$ cat config.mk
export PLATFORM = sky130hd
export DESIGN_NAME = alu_arbiter_flat
export DESIGN_NICKNAME = d
export VERILOG_FILES = /design/src/rtl/alu_pkg.sv /design/src/rtl/alu_arbiter_if.sv /design/src/rtl/rr_arbiter.sv /design/src/rtl/alu_arbiter.sv /design/src/flat_wrapper.sv
export SDC_FILE = /design/constraint.sdc
export NUM_CORES = 1
export LEC_CHECK = 0
export ABC_AREA = 1
export ABC_CLOCK_PERIOD_IN_PS = 2000
export CAP_MARGIN = 20
export CORE_ASPECT_RATIO = 0.9
export CORE_UTILIZATION = 30
export CTS_CLUSTER_SIZE = 28
export DETAILED_ROUTE_END_ITERATION = 7
export GPL_ROUTABILITY_DRIVEN = 1
export GPL_TIMING_DRIVEN = 0
export HOLD_SLACK_MARGIN = 0.12
export PLACE_DENSITY_LB_ADDON = 0.08
export SETUP_SLACK_MARGIN = 0.15
export SYNTH_ARGS = -nofsm -noshare
export SYNTH_HDL_FRONTEND = slang
export SYNTH_SLANG_ARGS = --single-unit
export TNS_END_PERCENT = 1
$ cat constraint.sdc
create_clock -name clk -period 2 [get_ports clk]
set_clock_uncertainty 0.15 [all_clocks]
set_input_delay 0.4 -clock clk [delete_from_list [all_inputs] [get_ports clk]]
set_output_delay 0.4 -clock clk [all_outputs]
set_load 0.005 [all_outputs]
$ cat src/rtl/alu_pkg.sv
// Shared ALU types and widths for the arbiter slice.
// Latency: none (declarations only).
// Backpressure: not applicable.
package alu_pkg;
    localparam int OP_W   = 5;
    localparam int DATA_W = 8;

    typedef enum logic [OP_W-1:0] {
        ALU_NOP    = 5'b00000,
        ALU_PASS_B = 5'b00001,
        ALU_INC    = 5'b00100
    } alu_op_e;

    // Op is kept as raw bits so undefined codes pass through untouched.
    typedef struct packed {
        logic [OP_W-1:0]   op;
        logic [DATA_W-1:0] a;
        logic [DATA_W-1:0] b;
    } req_t;
endpackage

$ cat src/rtl/alu_arbiter_if.sv
// Requester-side bus: packed request lanes and per-requester response slots.
// Latency: none (wiring only).
// Backpressure: req_ready per lane, resp_ready per lane.
interface alu_arbiter_if
    import alu_pkg::*;
#(
    parameter int NUM_REQ = 2
) ();
    logic [NUM_REQ-1:0]        req_valid;
    logic [NUM_REQ-1:0]        req_ready;
    logic [NUM_REQ*OP_W-1:0]   req_op;
    logic [NUM_REQ*DATA_W-1:0] req_a;
    logic [NUM_REQ*DATA_W-1:0] req_b;
    logic [NUM_REQ-1:0]        resp_valid;
    logic [NUM_REQ-1:0]        resp_ready;
    logic [NUM_REQ*DATA_W-1:0] resp_data;

    modport master (
        output req_valid, req_op, req_a, req_b, resp_ready,
        input  req_ready, resp_valid, resp_data
    );

    modport slave (
        input  req_valid, req_op, req_a, req_b, resp_ready,
        output req_ready, resp_valid, resp_data
    );
endinterface

$ cat src/rtl/rr_arbiter.sv
// Rotating-priority pick: first eligible lane after last_grant wins.
// Latency: combinational.
// Backpressure: lanes not eligible are skipped; grant is one-hot or zero.
module rr_arbiter #(
    parameter int N = 2,
    localparam int IDX_W = (N > 1) ? $clog2(N) : 1
) (
    input  logic [N-1:0]     elig,
    input  logic [IDX_W-1:0] last_grant,
    output logic [N-1:0]     grant
);
    logic found;

    always_comb begin
        grant = '0;
        found = 1'b0;
        for (int k = 1; k <= N; k++) begin
            if (!found && elig[(int'(last_grant) + k) % N]) begin
                grant[(int'(last_grant) + k) % N] = 1'b1;
                found = 1'b1;
            end
        end
    end
endmodule

$ cat src/rtl/alu_arbiter.sv
// Shares one combinational ALU between NUM_REQ requesters, round-robin.
// Latency: 1 cycle from request accept to resp_valid.
// Backpressure: a lane with a full, non-draining response slot is not granted.
module alu_arbiter
    import alu_pkg::*;
#(
    parameter int NUM_REQ = 2,
    localparam int IDX_W = (NUM_REQ > 1) ? $clog2(NUM_REQ) : 1
) (
    input  logic              clk,
    input  logic              rst,
    alu_arbiter_if.slave      bus,
    output logic [OP_W-1:0]   alu_op,
    output logic [DATA_W-1:0] alu_src_a,
    output logic [DATA_W-1:0] alu_src_b,
    input  logic [DATA_W-1:0] alu_result
);
    logic [NUM_REQ-1:0]             elig;
    logic [NUM_REQ-1:0]             grant_raw;
    logic [NUM_REQ-1:0]             grant;
    req_t                           sel;

    logic [NUM_REQ-1:0]             resp_valid_q, resp_valid_d;
    logic [NUM_REQ-1:0][DATA_W-1:0] resp_data_q,  resp_data_d;
    logic [IDX_W-1:0]               last_grant_q, last_grant_d;

    assign elig = bus.req_valid & (~resp_valid_q | bus.resp_ready);

    rr_arbiter #(.N(NUM_REQ)) u_rr (
        .elig       (elig),
        .last_grant (last_grant_q),
        .grant      (grant_raw)
    );

    // Nothing is accepted while reset is held, so the ALU sees NOP.
    assign grant = rst ? '0 : grant_raw;

    always_comb begin
        sel = '0;
        for (int i = 0; i < NUM_REQ; i++) begin
            if (grant[i]) begin
                sel.op = bus.req_op[i*OP_W +: OP_W];
                sel.a  = bus.req_a[i*DATA_W +: DATA_W];
                sel.b  = bus.req_b[i*DATA_W +: DATA_W];
            end
        end
    end

    assign alu_op    = sel.op;
    assign alu_src_a = sel.a;
    assign alu_src_b = sel.b;

    always_comb begin
        resp_valid_d = resp_valid_q;
        resp_data_d  = resp_data_q;
        last_grant_d = last_grant_q;
        for (int i = 0; i < NUM_REQ; i++) begin
            if (grant[i]) begin
                resp_valid_d[i] = 1'b1;
                resp_data_d[i]  = alu_result;
                last_grant_d    = IDX_W'(i);
            end else if (resp_valid_q[i] && bus.resp_ready[i]) begin
                resp_valid_d[i] = 1'b0;
            end
        end
    end

    always_ff @(posedge clk) begin
        if (rst) begin
            resp_valid_q <= '0;
            resp_data_q  <= '0;
            last_grant_q <= IDX_W'(NUM_REQ - 1);
        end else begin
            resp_valid_q <= resp_valid_d;
            resp_data_q  <= resp_data_d;
            last_grant_q <= last_grant_d;
        end
    end

    assign bus.req_ready  = grant;
    assign bus.resp_valid = resp_valid_q;
    assign bus.resp_data  = resp_data_q;
endmodule

$ cat src/flat_wrapper.sv
// flat-port wrapper written by rule: the top's interface ports become plain ports
module alu_arbiter_flat import alu_pkg::*;
#(
    parameter int NUM_REQ = 2,
    localparam int IDX_W = (NUM_REQ > 1) ? $clog2(NUM_REQ) : 1
)
  (clk, rst, alu_op, alu_src_a, alu_src_b, alu_result, bus_req_valid, bus_req_op, bus_req_a, bus_req_b, bus_resp_ready, bus_req_ready, bus_resp_valid, bus_resp_data);
  alu_arbiter_if #(.NUM_REQ(NUM_REQ)) bus_i ();
  input  logic clk;
  input  logic rst;
  output logic [OP_W-1:0] alu_op;
  output logic [DATA_W-1:0] alu_src_a;
  output logic [DATA_W-1:0] alu_src_b;
  input  logic [DATA_W-1:0] alu_result;
  input wire logic [$bits(bus_i.req_valid)-1:0] bus_req_valid;
  input wire logic [$bits(bus_i.req_op)-1:0] bus_req_op;
  input wire logic [$bits(bus_i.req_a)-1:0] bus_req_a;
  input wire logic [$bits(bus_i.req_b)-1:0] bus_req_b;
  input wire logic [$bits(bus_i.resp_ready)-1:0] bus_resp_ready;
  output wire logic [$bits(bus_i.req_ready)-1:0] bus_req_ready;
  output wire logic [$bits(bus_i.resp_valid)-1:0] bus_resp_valid;
  output wire logic [$bits(bus_i.resp_data)-1:0] bus_resp_data;
  assign bus_i.req_valid = bus_req_valid;
  assign bus_i.req_op = bus_req_op;
  assign bus_i.req_a = bus_req_a;
  assign bus_i.req_b = bus_req_b;
  assign bus_i.resp_ready = bus_resp_ready;
  assign bus_req_ready = bus_i.req_ready;
  assign bus_resp_valid = bus_i.resp_valid;
  assign bus_resp_data = bus_i.resp_data;
  alu_arbiter #(.NUM_REQ(NUM_REQ)) u_core (.clk(clk), .rst(rst), .bus(bus_i), .alu_op(alu_op), .alu_src_a(alu_src_a), .alu_src_b(alu_src_b), .alu_result(alu_result));
endmodule
==> results_dict.tcl <==
set metrics [dict create \
    finalNetCount 342 \
    vias 1460 \
    ioPinCount 97 \
    hold_path.class "input pin to register" \
    avgSynthCellArea_sq_um 6.146 \
    syn_to_final_growth_pct 111.6 \
    ant_nets 0 \
    violations "negative setup slack" \
    hp-start "bus_resp_ready[0]" \
    crit_type "register to output port" \
    crit_path_end_kind "output port" \
    synthCells 170 \
    cts_sinks 19 \
    first_pass_iters 4 \
    dp_hpwl_um 2705 \
    antenna_found_initial 0 \
    cp.arrival_ns 1.52 \
    cts.root.buffer_cell "clkbuf_8" \
    grt_overflow 0 \
    hold_viol 0 \
    layout_common_cells "nand2_1, clkdlybuf4s50_1, buf_2" \
    vias_per_cell 4.465 \
    hold_buffers 0 \
    clk_pin_slew_ns 0.07 \
    combPwrFrac_pct 37.1 \
    port_buffers 96 \
    ys_seq_area_share_pct 36.41 \
    fin_crit_sh_pct 103.5 \
    grt_usage_pct 21.29 \
    finalMaxSlewViolations 0 \
    ys_ff_latch 19 \
    routedWlPerCell_um 12.06 \
    rsz0062_at_grt "true" \
    syn_area_sq_um 1045 \
    synth.distinct_cells 20 \
    p_leak_nw 1.088 \
    yosysWarnings 0 \
    p_int_uw 797.8 \
    grt_pass1_vias 1316 \
    dieHeight_um 57.99 \
    seq_power_share_pct 38.2 \
    cap_violations 0 \
    post-route-drc-count 0 \
    required_ns 1.45 \
    cts_buffers 3 \
    fin_setup_tns_ns -0.8441 \
    wirelength_um 3943 \
    cts_tree "done" \
    status "finished, violations left" \
    row_count 19 \
    critPathMaxFanout 5 \
    power_density_nw_per_um2 504.9 \
    die_w_um 64.21 \
    gp_congestion 0.7133 \
    setup-violations-final 14 \
    drive_gt1_share_pct 27.72 \
    crit_start "u_core.bus.resp_valid[0]" \
    syn_nets 226 \
    layout_min_cycle_time_ns 2.071 \
    clkLatencyLatePin_ns 0.26 \
    final_common_cell "nand2_1" \
    reg2reg_from "u_core.bus.resp_valid[0]" \
    initial_utilization_pct 32.80 \
    worst_slew_pin_slew_ns 0.4625 \
    cts_buffer_depth 2 \
    fmax_mhz 482.9 \
    fin_area_sq_um 2211 \
    clockPowerShare_pct 24.7 \
    p_sw_uw 318.5 \
    start_kind "register" \
    dieArea_sq_um 3723 \
    core_sq_um 3186 \
    ir_drop_mv 0.5377 \
    relSlewSlack_pct 69.17 \
    placed_cell_area_sq_um 2058 \
    grt_max_degree 12 \
    diodes 0 \
    grt_pass1_wl_um 6175 \
    drt_iter0_markers 62 \
    p_sw_share_pct 28.53 \
    worst_slack_ns -0.07067 \
    cts_htree_levels 1 \
]
==> state kept, by name (all words and copies together) (netlist names) <==
register,count
u_core.bus.resp_valid,2
u_core.last_grant_q,1
u_core.bus.resp_data,16
==> cell usage after synthesis <==
library cell | n | share of area, %
buf_2 | 3 | 1.4
nand3_2 | 1 | 0.96
inv_2 | 1 | 0.36
a21oi_1 | 10 | 4.8
a21boi_1 | 1 | 0.72
dfxtp_1 | 19 | 36
buf_6 | 1 | 1.1
nand2_1 | 87 | 31
clkbuf_1 | 1 | 0.36
nor2_1 | 16 | 5.7
inv_1 | 11 | 4.0
nor2_2 | 1 | 0.60
clkinv_1 | 1 | 0.36
nor2_4 | 1 | 1.1
nand3_1 | 9 | 4.3
nand2_4 | 1 | 1.1
buf_8 | 1 | 1.4
nand2_2 | 3 | 1.8
o211ai_1 | 1 | 0.72
a21oi_4 | 1 | 1.6
==> layout make-up <==
cell class                 count  area (sq um)
tap                           42         52.55
sequential                    19         386.6
clock buffer                   3         41.29
buffer                         6         57.56
clock inverter                 1         5.005
timing repair buffer         111         987.2
inverter                      13         48.80
fill                         282         974.7
multi-input combinational    132         631.9
==> worst max-delay path: stages (launching register included) <==
cell     delay [ns]
dfxtp_4        0.36
a21oi_4        0.18
nand2_4        0.08
nor2_4         0.12
buf_6          0.12
buf_6          0.10
buf_16         0.10
nand2_2        0.04
nand2_1        0.05
buf_2          0.10
==> per-layer routing <==
layer	vias up	global-route usage, %	wire length (um)
li1	750	-	-
met1	640	27.90	1756
met2	65	35.56	1796
met3	5	4.134	344
met4	0	6.667	45
met5	-	0	0
==> path summary, 6_finish.rpt <==
check / endpoint / slack (ns) / depth (start not counted)
hold / removal: u_core.bus.resp_valid[0] / 0.27 / 4
setup / recovery: alu_src_b[7] / -0.07 / 9
setup reg to reg: u_core.bus.resp_data[14] / 0.57 / 8
hold reg to reg: u_core.bus.resp_data[2] / 0.31 / 2
==> per-stage QoR <==
stage | instances | setup slack, ns | hold WS (ns) | util [%] | total power, mW
6_report | 327 | -0.07067 | 0.2748 | 69.40 | 1.116
5_1_grt | 327 | -0.1551 | 0.3001 | 69.40 | 1.180
4_1_cts | 327 | -0.06910 | 0.2771 | 69.56 | 1.120
3_5_place_dp | 308 | -0.8966 | 0.3056 | 64.61 | 0.8202
3_3_place_gp | 308 | -0.9047 | 0.3028 | 64.61 | 0.8171
2_1_floorplan | 170 | 0.2401 | 0.3075 | - | 0.5634
==> power groups by stage <==
stage / clock network, mW / logic (mW) / registers [mW]
after CTS: 0.281 / 0.412 / 0.427
after detailed placement: 0 / 0.387 / 0.433
after global routing: 0.298 / 0.452 / 0.430
after floorplan: 0 / 0.128 / 0.435
final: 0.276 / 0.414 / 0.426
after global placement: 0 / 0.384 / 0.433
==> logic make-up (layout without fill, tap and decap cells) <==
family / after synthesis / count (layout) / synth area share [%]
compound gates: 13 / 13 / 7.786
buf+inv: 19 / 134 / 8.980
simple gates: 119 / 119 / 46.83
flops: 19 / 19 / 36.41
==> timing repair <==
action                     in CTS  in global routing
pin swaps                       5                 19
buffers inserted               12                  0
setup endpoints to repair      23                 23
gates resized for setup       116                 28
cloned                          3                  0
(Power assumes the default switching activity.)
